File: src/rtl/alu_sweep_checker_pkg.sv
// -----------------------------------------------------------------------------
// alu_sweep_checker_pkg
// Shared types for the ALU sweep checker:
//   - CPU word geometry and flag bit positions
//   - sweep FSM state enum, op-select enum, mode bit positions
//   - StrcInAlu / StrcOutAlu: the CPU ALU interface structs
//   - alu_eval(): the CPU ALU datapath exercised by the sweep
// -----------------------------------------------------------------------------
package alu_sweep_checker_pkg;

    localparam int CPU_W   = 8;
    localparam int FLAG_W  = 4;
    localparam int SHAMT_W = $clog2(CPU_W);

    // Flag vector layout {Z, C, N, V}
    localparam int FLG_Z = 3;
    localparam int FLG_C = 2;
    localparam int FLG_N = 1;
    localparam int FLG_V = 0;

    // mode input bit positions
    localparam int MODE_CMP_BIT = 0;
    localparam int MODE_ROT_BIT = 1;

    typedef enum logic [2:0] {
        ST_IDLE    = 3'd0,
        ST_DRIVE   = 3'd1,
        ST_CHECK   = 3'd2,
        ST_ADVANCE = 3'd3,
        ST_FINISH  = 3'd4
    } state_e;

    // Encoding doubles as the first_err_op report value
    typedef enum logic [1:0] {
        OP_SUB = 2'd0,
        OP_ROL = 2'd1,
        OP_ROR = 2'd2
    } op_sel_e;

    typedef enum logic [1:0] {
        ALU_ADD = 2'd0,
        ALU_SUB = 2'd1,
        ALU_ROL = 2'd2,
        ALU_ROR = 2'd3
    } alu_oper_e;

    typedef struct packed {
        logic [CPU_W-1:0]  a_in;
        logic [CPU_W-1:0]  b_in;
        alu_oper_e         oper;
        logic [FLAG_W-1:0] flags_in;
    } StrcInAlu;

    typedef struct packed {
        logic [CPU_W-1:0]  result;
        logic [FLAG_W-1:0] flags;
    } StrcOutAlu;

    function automatic alu_oper_e to_alu_oper(input op_sel_e op);
        case (op)
            OP_SUB:  return ALU_SUB;
            OP_ROL:  return ALU_ROL;
            default: return ALU_ROR;
        endcase
    endfunction

    // CPU ALU. Arithmetic ops produce Z/C/N/V (C = no borrow on subtract);
    // rotates pass flags_in through unchanged.
    function automatic StrcOutAlu alu_eval(input StrcInAlu x);
        StrcOutAlu          o;
        logic [CPU_W:0]     wide;
        logic [SHAMT_W-1:0] sh;
        o    = '0;
        wide = '0;
        sh   = x.b_in[SHAMT_W-1:0];
        case (x.oper)
            ALU_ADD: begin
                wide            = {1'b0, x.a_in} + {1'b0, x.b_in};
                o.result        = wide[CPU_W-1:0];
                o.flags[FLG_C]  = wide[CPU_W];
                o.flags[FLG_V]  = (x.a_in[CPU_W-1] == x.b_in[CPU_W-1]) &&
                                  (o.result[CPU_W-1] != x.a_in[CPU_W-1]);
                o.flags[FLG_Z]  = (o.result == '0);
                o.flags[FLG_N]  = o.result[CPU_W-1];
            end
            ALU_SUB: begin
                wide            = {1'b0, x.a_in} - {1'b0, x.b_in};
                o.result        = wide[CPU_W-1:0];
                o.flags[FLG_C]  = ~wide[CPU_W];
                o.flags[FLG_V]  = (x.a_in[CPU_W-1] != x.b_in[CPU_W-1]) &&
                                  (o.result[CPU_W-1] != x.a_in[CPU_W-1]);
                o.flags[FLG_Z]  = (o.result == '0);
                o.flags[FLG_N]  = o.result[CPU_W-1];
            end
            ALU_ROL: begin
                o.result = (x.a_in << sh) | (x.a_in >> (CPU_W - int'(sh)));
                o.flags  = x.flags_in;
            end
            default: begin
                o.result = (x.a_in >> sh) | (x.a_in << (CPU_W - int'(sh)));
                o.flags  = x.flags_in;
            end
        endcase
        return o;
    endfunction

endpackage

File: src/rtl/alu_sweep_checker_golden.sv
// -----------------------------------------------------------------------------
// alu_sweep_golden
// Combinational reference for one sweep check. Derives the expected
// behaviour from the raw WIDTH-bit operands and flags a mismatch against the
// observed ALU output.
//   op_i     : op under test (Sub / Rol / Ror)
//   a_i, b_i : WIDTH-bit sweep operands
//   res_i    : observed ALU result (after any fault injection)
//   flags_i  : observed ALU flags {Z,C,N,V}
//   err_o    : 1 when the observed output disagrees with the reference
// -----------------------------------------------------------------------------
module alu_sweep_golden
    import alu_sweep_checker_pkg::*;
#(
    parameter int WIDTH = 4
) (
    input  op_sel_e             op_i,
    input  logic [WIDTH-1:0]    a_i,
    input  logic [WIDTH-1:0]    b_i,
    input  logic [CPU_W-1:0]    res_i,
    input  logic [FLAG_W-1:0]   flags_i,
    output logic                err_o
);

    logic [CPU_W-1:0]   ax_s, bx_s, ax_u, bx_u, rot_exp;
    logic [2*CPU_W-1:0] dbl;
    logic               lt_signed;

    always_comb begin
        ax_s      = CPU_W'($signed(a_i));
        bx_s      = CPU_W'($signed(b_i));
        ax_u      = CPU_W'(a_i);
        bx_u      = CPU_W'(b_i);
        lt_signed = ($signed(ax_s) < $signed(bx_s));
        dbl       = '0;
        rot_exp   = '0;
        err_o     = 1'b0;
        case (op_i)
            OP_SUB: begin
                // Any combination of flag mismatches is a single failure
                err_o = (flags_i[FLG_Z] != (ax_s == bx_s)) ||
                        (flags_i[FLG_C] != (ax_s >= bx_s)) ||
                        ((flags_i[FLG_N] ^ flags_i[FLG_V]) != lt_signed);
            end
            OP_ROL: begin
                // Doubled word shifted left: upper half is the rotation
                dbl     = {ax_u, ax_u} << (bx_u % CPU_W);
                rot_exp = dbl[2*CPU_W-1:CPU_W];
                err_o   = (res_i != rot_exp);
            end
            OP_ROR: begin
                dbl     = {ax_u, ax_u} >> (bx_u % CPU_W);
                rot_exp = dbl[CPU_W-1:0];
                err_o   = (res_i != rot_exp);
            end
            default: err_o = 1'b0;
        endcase
    end

endmodule

File: config.mk
export PLATFORM = sky130hd
export DESIGN_NAME = alu_sweep_golden
export DESIGN_NICKNAME = d
export VERILOG_FILES = /design/src/rtl/alu_sweep_checker_pkg.sv /design/src/rtl/alu_sweep_checker_golden.sv
export SDC_FILE = /design/constraint.sdc
export NUM_CORES = 1
export LEC_CHECK = 0
export ABC_AREA = 1
export CORE_ASPECT_RATIO = 0.9
export CORE_UTILIZATION = 30
export DETAILED_ROUTE_END_ITERATION = 8
export SYNTH_ARGS = -nofsm -noshare
export SYNTH_HDL_FRONTEND = slang
export SYNTH_SLANG_ARGS = --single-unit
File: constraint.sdc
create_clock -name vclk -period 2.68
set_input_delay 0.268 -clock vclk [all_inputs]
set_output_delay 0.268 -clock vclk [all_outputs]
set_load 0.03 [all_outputs]
==> impl_metrics.json, run 1 <==
{
  "crit_path_frequent_cell": "a21oi_2",
  "yosysWarnings": 0,
  "n_clock_buffer": 0,
  "power_density_nw_per_um2": 157,
  "dieWidth_um": 56.2,
  "syn_nets": 185,
  "start_kind": "input port",
  "postSynthAreaPerCell_sq_um": 5.19,
  "ir_drop_mv": 0.0896,
  "cp_data_arrival_time_ps": 2330,
  "layout_commonest_cell": "nand2_1",
  "crit_start": "b_i[1]",
  "syn_inst": 153,
  "postRouteAntennaNets": 0,
  "grt_max_degree": 15,
  "wire_per_inst_um": 10.5,
  "rows": 17,
  "fin_crit_ps": 2600,
  "drive_above_1_share_pct": 17.3,
  "worstMarginPinSlew_ps": 255,
  "status": "finished, final reports clean",
  "setup_viol": 0,
  "dieArea_sq_um": 2860,
  "tns_ps": 0,
  "routabilityCongestion": 0.846,
  "timing.final.crit_share_pct": 96.9,
  "dr.pass1.iters": 4,
  "dp_hpwl_um": 2000,
  "num_antenna_cells": 0,
  "clkPwrFrac_pct": 0,
  "drt_iter0_markers": 33,
  "fin_cells": 219,
  "io_buffers": 23,
  "cp.buffers_inverters": 3,
  "first_global_vias": 1027,
  "slew_headroom_pct": 82.9,
  "hold_viol": 0,
  "drcViolationCount": 0,
  "swShare_pct": 51.0,
  "area_delta_synth_final_pct": 50.9,
  "path_delay_family": "compound AO/OA/AOI/OAI gates",
  "path_class": "input port to output pin",
  "critPathCaptureType": "output pin",
  "worstSetupPathDepth": 11,
  "seqPwrFrac_pct": 0,
  "final_cell_mix": "nand2_1 (52), nand3_1 (36), inv_1 (19), buf_4 (17), clkdlybuf4s50_1 (14)",
  "synth_cell_types": 20,
  "dp.cells": 219,
  "yosysSeqAreaShare_pct": 0,
  "die_h_um": 50.8,
  "cp_cell_sequence": "dlygate4sd2_1 -> inv_2 -> ha_4 -> a21oi_2 -> nor2_1 -> a211oi_2 -> fa_1 -> xor2_1 -> o31ai_1 -> a21oi_2 -> buf_6",
  "synth.cell_area_sq_um": 795,
  "intPower_uw": 92.5,
  "viasPerCell": 4.92,
  "hold_buffers": 0,
  "max_freq_mhz": 385,
  "drv_slew": 0,
  "p_total_uw": 189,
  "p_sw_uw": 96.2,
  "grtUsageTotal_pct": 16.5,
  "cap_violations": 0,
  "required_ps": 2410,
  "layout.nets": 225,
  "leakage_uw": 0.000656,
  "pwr-share-comb_pct": 100.0,
  "rsz0062_at_grt": "false",
  "seq_cell_count": 0,
  "antenna_found_initial": 0,
  "coreArea_sq_um": 2490,
  "max_stage_delay_ps": 470,
  "vias": 1078,
  "crit_path_end": "err_o",
  "ioPinCount": 23,
  "seq_area_sq_um": 0,
  "crit_fanout": 2,
  "routed_wl_um": 2290,
  "start_util_pct": 31.9,
  "grt_pass1_wl_um": 3910,
  "cp_slowest_cell": "fa_1",
  "min_path_type": "input port to output pin",
  "grt.overflow.total": 0
}
-- kinds of logic after synthesis --
kind of cell | share of synthesized area [%]
simple gates | 60.6
buf+inv | 13.7
fa+ha+maj | 16.7
compound gates | 4.57
xor+xnor | 4.41
-- through the flow --
stage,util [%],hold slack [ps],cell area [sq um],setup WS (ps)
floorplan,-,745,795,272
global route,48.2,1470,1200,11.8
finish,48.2,1430,1200,82.4
global placement,47.0,1890,1170,-724
CTS,48.1,1440,1200,66.5
detailed placement,47.0,1890,1170,-778
-- cell type report --
type,instances,area (sq um)
fill,276,1290
timing repair buffer,40,349
inverter,24,90.1
tap,28,35.0
multi-input combinational,127,724
-- synthesized netlist by cell type --
master | count | share of area (%)
nand2_1 | 52 | 25
nand3_1 | 36 | 23
inv_1 | 20 | 9.4
ha_1 | 9 | 14
nand4_1 | 8 | 6.3
nor2_1 | 8 | 3.8
inv_2 | 4 | 1.9
nor2_2 | 2 | 1.6
xnor2_1 | 2 | 2.2
xor2_1 | 2 | 2.2
a211oi_1 | 1 | 0.95
a21oi_1 | 1 | 0.63
a21oi_2 | 1 | 1.1
buf_4 | 1 | 0.95
buf_6 | 1 | 1.4
fa_1 | 1 | 2.5
nand3b_1 | 1 | 0.95
o21a_1 | 1 | 0.95
o31ai_1 | 1 | 0.95
or2_2 | 1 | 0.79
-- what timing repair did --
action / in CTS / in global routing
gates resized for setup: 21 / 1
setup endpoints to repair: 1 / 1
buffers inserted: 0 / 0
pin swaps: 8 / 2
hold endpoints to repair: 0 / 0
-- tightest hold or removal path: cells and delay by family --
family                     cells  cell delay (ps)
AOI/OAI and AO/OA              1               40
adders and majority gates      1              160
buffers and inverters          3              700
-- power groups by stage --
stage / clock network, uW / logic [uW] / registers, uW
5_1_grt: 0 / 212 / 0
4_1_cts: 0 / 189 / 0
2_1_floorplan: 0 / 103 / 0
6_report: 0 / 189 / 0
3_5_place_dp: 0 / 184 / 0
3_3_place_gp: 0 / 181 / 0
-- per-layer routing --
metal	vias to the layer above	global-route usage [%]	wire [um]
li1	575	-	-
met1	462	19.3	1010
met2	37	33.3	1150
met3	4	0.253	107
met4	0	4.07	29
met5	-	0	0
-- worst min-delay path by stage --
stage,startpoint,end,slack (ps),cells past startpoint
4_1_cts,op_i[0],err_o,1440,5
5_1_grt,op_i[0],err_o,1470,5
3_3_place_gp,op_i[0],err_o,1890,5
3_5_place_dp,op_i[0],err_o,1890,5
6_report,op_i[0],err_o,1430,5
2_1_floorplan,op_i[1],err_o,750,2
Note: power is estimated with default switching activity, not from simulation.
==> run 2: changes to the inputs <==
Settings changed: ABC_AREA 1 to default.
Clock period 2.68 ns to 3.23 ns, I/O delays scaled along.
==> impl_metrics.json, run 2 <==
{
  "status": "finished, final reports clean",
  "power_density_nw_per_um2": 131,
  "multiInputGateArea_sq_um": 818,
  "p_sw_uw": 77.4,
  "final_util_pct": 43.6,
  "dr.pass1.iters": 4,
  "dieArea_sq_um": 3240,
  "io_buffers": 23,
  "hold_buffers": 0,
  "num_antenna_cells": 0,
  "yosysWarnings": 0,
  "leakage_uw": 0.000528,
  "cap_violations": 0,
  "ir_drop_mv": 0.0653,
  "syn_inst": 119,
  "max_freq_mhz": 327,
  "layout_commonest_cell": "clkdlybuf4s50_1",
  "rsz0062_at_grt": "false",
  "ioPinCount": 23,
  "clkPwrFrac_pct": 0,
  "fillers": 306,
  "yosysSeqAreaShare_pct": 0,
  "dp.cells": 186,
  "placed_cell_area_sq_um": 1200,
  "setup_viol": 0,
  "drcViolationCount": 0,
  "cp_slowest_cell": "clkdlybuf4s50_1",
  "cp_data_arrival_time_ps": 2730,
  "min_path_type": "input port to output pin",
  "final_cell_mix": "clkdlybuf4s50_1 (20), inv_1 (12), buf_4 (11), nand2_1 (8)",
  "swShare_pct": 48.0,
  "coreArea_sq_um": 2820,
  "synth_area_leader_cell": "ha_1",
  "grt.overflow.total": 0,
  "min-delay-start": "op_i[0]",
  "design_area_sq_um": 1230,
  "rows": 18,
  "vias": 986,
  "die_h_um": 54.1,
  "n_clock_buffer": 0,
  "drt_iter0_markers": 24,
  "antenna_found_initial": 0,
  "crit_path_frequent_cell": "xnor2_1",
  "timing.final.crit_share_pct": 94.6,
  "path_class": "input port to output pin",
  "drive_above_1_share_pct": 15.6,
  "drv_slew": 0,
  "grtUsageTotal_pct": 13.9,
  "start_kind": "input port",
  "grt_max_degree": 18,
  "crit_fanout": 2,
  "max_stage_delay_ps": 560,
  "synth_cell_types": 48,
  "whs_endpoint": "err_o",
  "synth_most_common_cell": "inv_1",
  "wire_per_inst_um": 11.5,
  "routed_wl_um": 2160,
  "viasPerCell": 5.27,
  "syn_nets": 151,
  "synth.cell_area_sq_um": 906,
  "path_delay_family": "buffers and inverters",
  "seq_cell_count": 0,
  "pwr-share-comb_pct": 100.0,
  "dp_hpwl_um": 1780,
  "postSynthAreaPerCell_sq_um": 7.61,
  "slew_headroom_pct": 73.0,
  "postRouteAntennaNets": 0,
  "critPathCaptureType": "output pin",
  "synth_common_cells": "inv_1 (12), ha_1 (9), nand2_1 (8), mux2i_1 (7), nor3_1 (5)",
  "fin_crit_ps": 3060,
  "fin_cells": 187,
  "seqPwrFrac_pct": 0,
  "layout.nets": 181,
  "synth_area_leaders": "ha_1 (12%), mux2i_1 (7.7%), inv_1 (5.0%)",
  "first_global_vias": 837,
  "area_delta_synth_final_pct": 35.6,
  "hold_viol": 0,
  "cp.buffers_inverters": 2,
  "grt_pass1_wl_um": 3600,
  "intPower_uw": 83.9,
  "seq_area_sq_um": 0,
  "min_path_cells": 5,
  "start_util_pct": 32.2,
  "synth_top_cell_area_share_pct": 12.4,
  "dieWidth_um": 59.9,
  "routabilityCongestion": 0.786,
  "cp_cell_sequence": "clkdlybuf4s50_1 -> ha_4 -> o21ai_1 -> nand2b_1 -> a21oi_2 -> fa_1 -> xnor2_1 -> xnor2_1 -> a21boi_1 -> o21bai_1 -> a41oi_2 -> buf_6",
  "worstMarginPinSlew_ps": 403,
  "required_ps": 2910
}
[run 2: how the worst max path moves through the flow]
stage,startpoint,end,slack [ps],cells after the start
6_report,a_i[2],err_o,170,12
5_1_grt,b_i[2],err_o,40,13
4_1_cts,a_i[1],err_o,10,13
3_5_place_dp,b_i[1],err_o,-120,14
3_3_place_gp,b_i[1],err_o,-100,14
2_1_floorplan,b_i[1],err_o,360,13
[run 2: per-layer routing]
layer | track usage (%) | share of wire (%)
met5 | 0 | 0
met3 | 0.240 | 3.7
met1 | 20.1 | 49
met2 | 24.3 | 48
met4 | 0 | 0
[run 2: area by class of cell]
type,instances,area share [%]
Multi-Input combinational cell,101,66.6
Inverter,12,3.67
Tap cell,40,4.07
Timing Repair Buffer,34,25.7
[run 2: cells by family after synthesis]
| logic type | after synthesis | synth area share (%) |
|---|---|---|
| adder cells (fa/ha/maj) | 10 | 14.6 |
| AND/OR/NAND/NOR | 47 | 31.5 |
| multiplexers | 9 | 10.6 |
| buffers and inverters | 18 | 11.7 |
| AO/OA/AOI/OAI | 32 | 28.6 |
| XOR/XNOR | 3 | 2.90 |
[run 2: what timing repair did]
item                                    in CTS  in global routing
endpoints found under the setup margin       1                  1
pin swaps                                    8                  7
endpoints found under the hold margin        0                  0
buffers inserted                             1                  0
resized for setup                            5                  3
[run 2: per-stage QoR]
step / hold WS (ps) / TNS (ps) / worst slack (ps) / total power, uW
after CTS: 1570 / 0 / 11.1 / 161
after global routing: 1630 / 0 / 36.1 / 178
after floorplan: 949 / 0 / 358 / 96.6
after detailed placement: 1600 / -123 / -123 / 155
final: 1570 / 0 / 175 / 161
after global placement: 1570 / -98.1 / -98.1 / 151
[run 2: power by group through the flow]
stage          combinational [uW]  clock, uW  sequential (uW)
3_3_place_gp                  151          0                0
6_report                      161          0                0
4_1_cts                       161          0                0
5_1_grt                       178          0                0
3_5_place_dp                  155          0                0
2_1_floorplan                96.6          0                0
[run 2: tightest hold or removal path, cell delays in order]
cell	delay, ps
clkdlybuf4s50_1	480
ha_1	140
o21bai_1	120
a41oi_2	50
buf_6	130
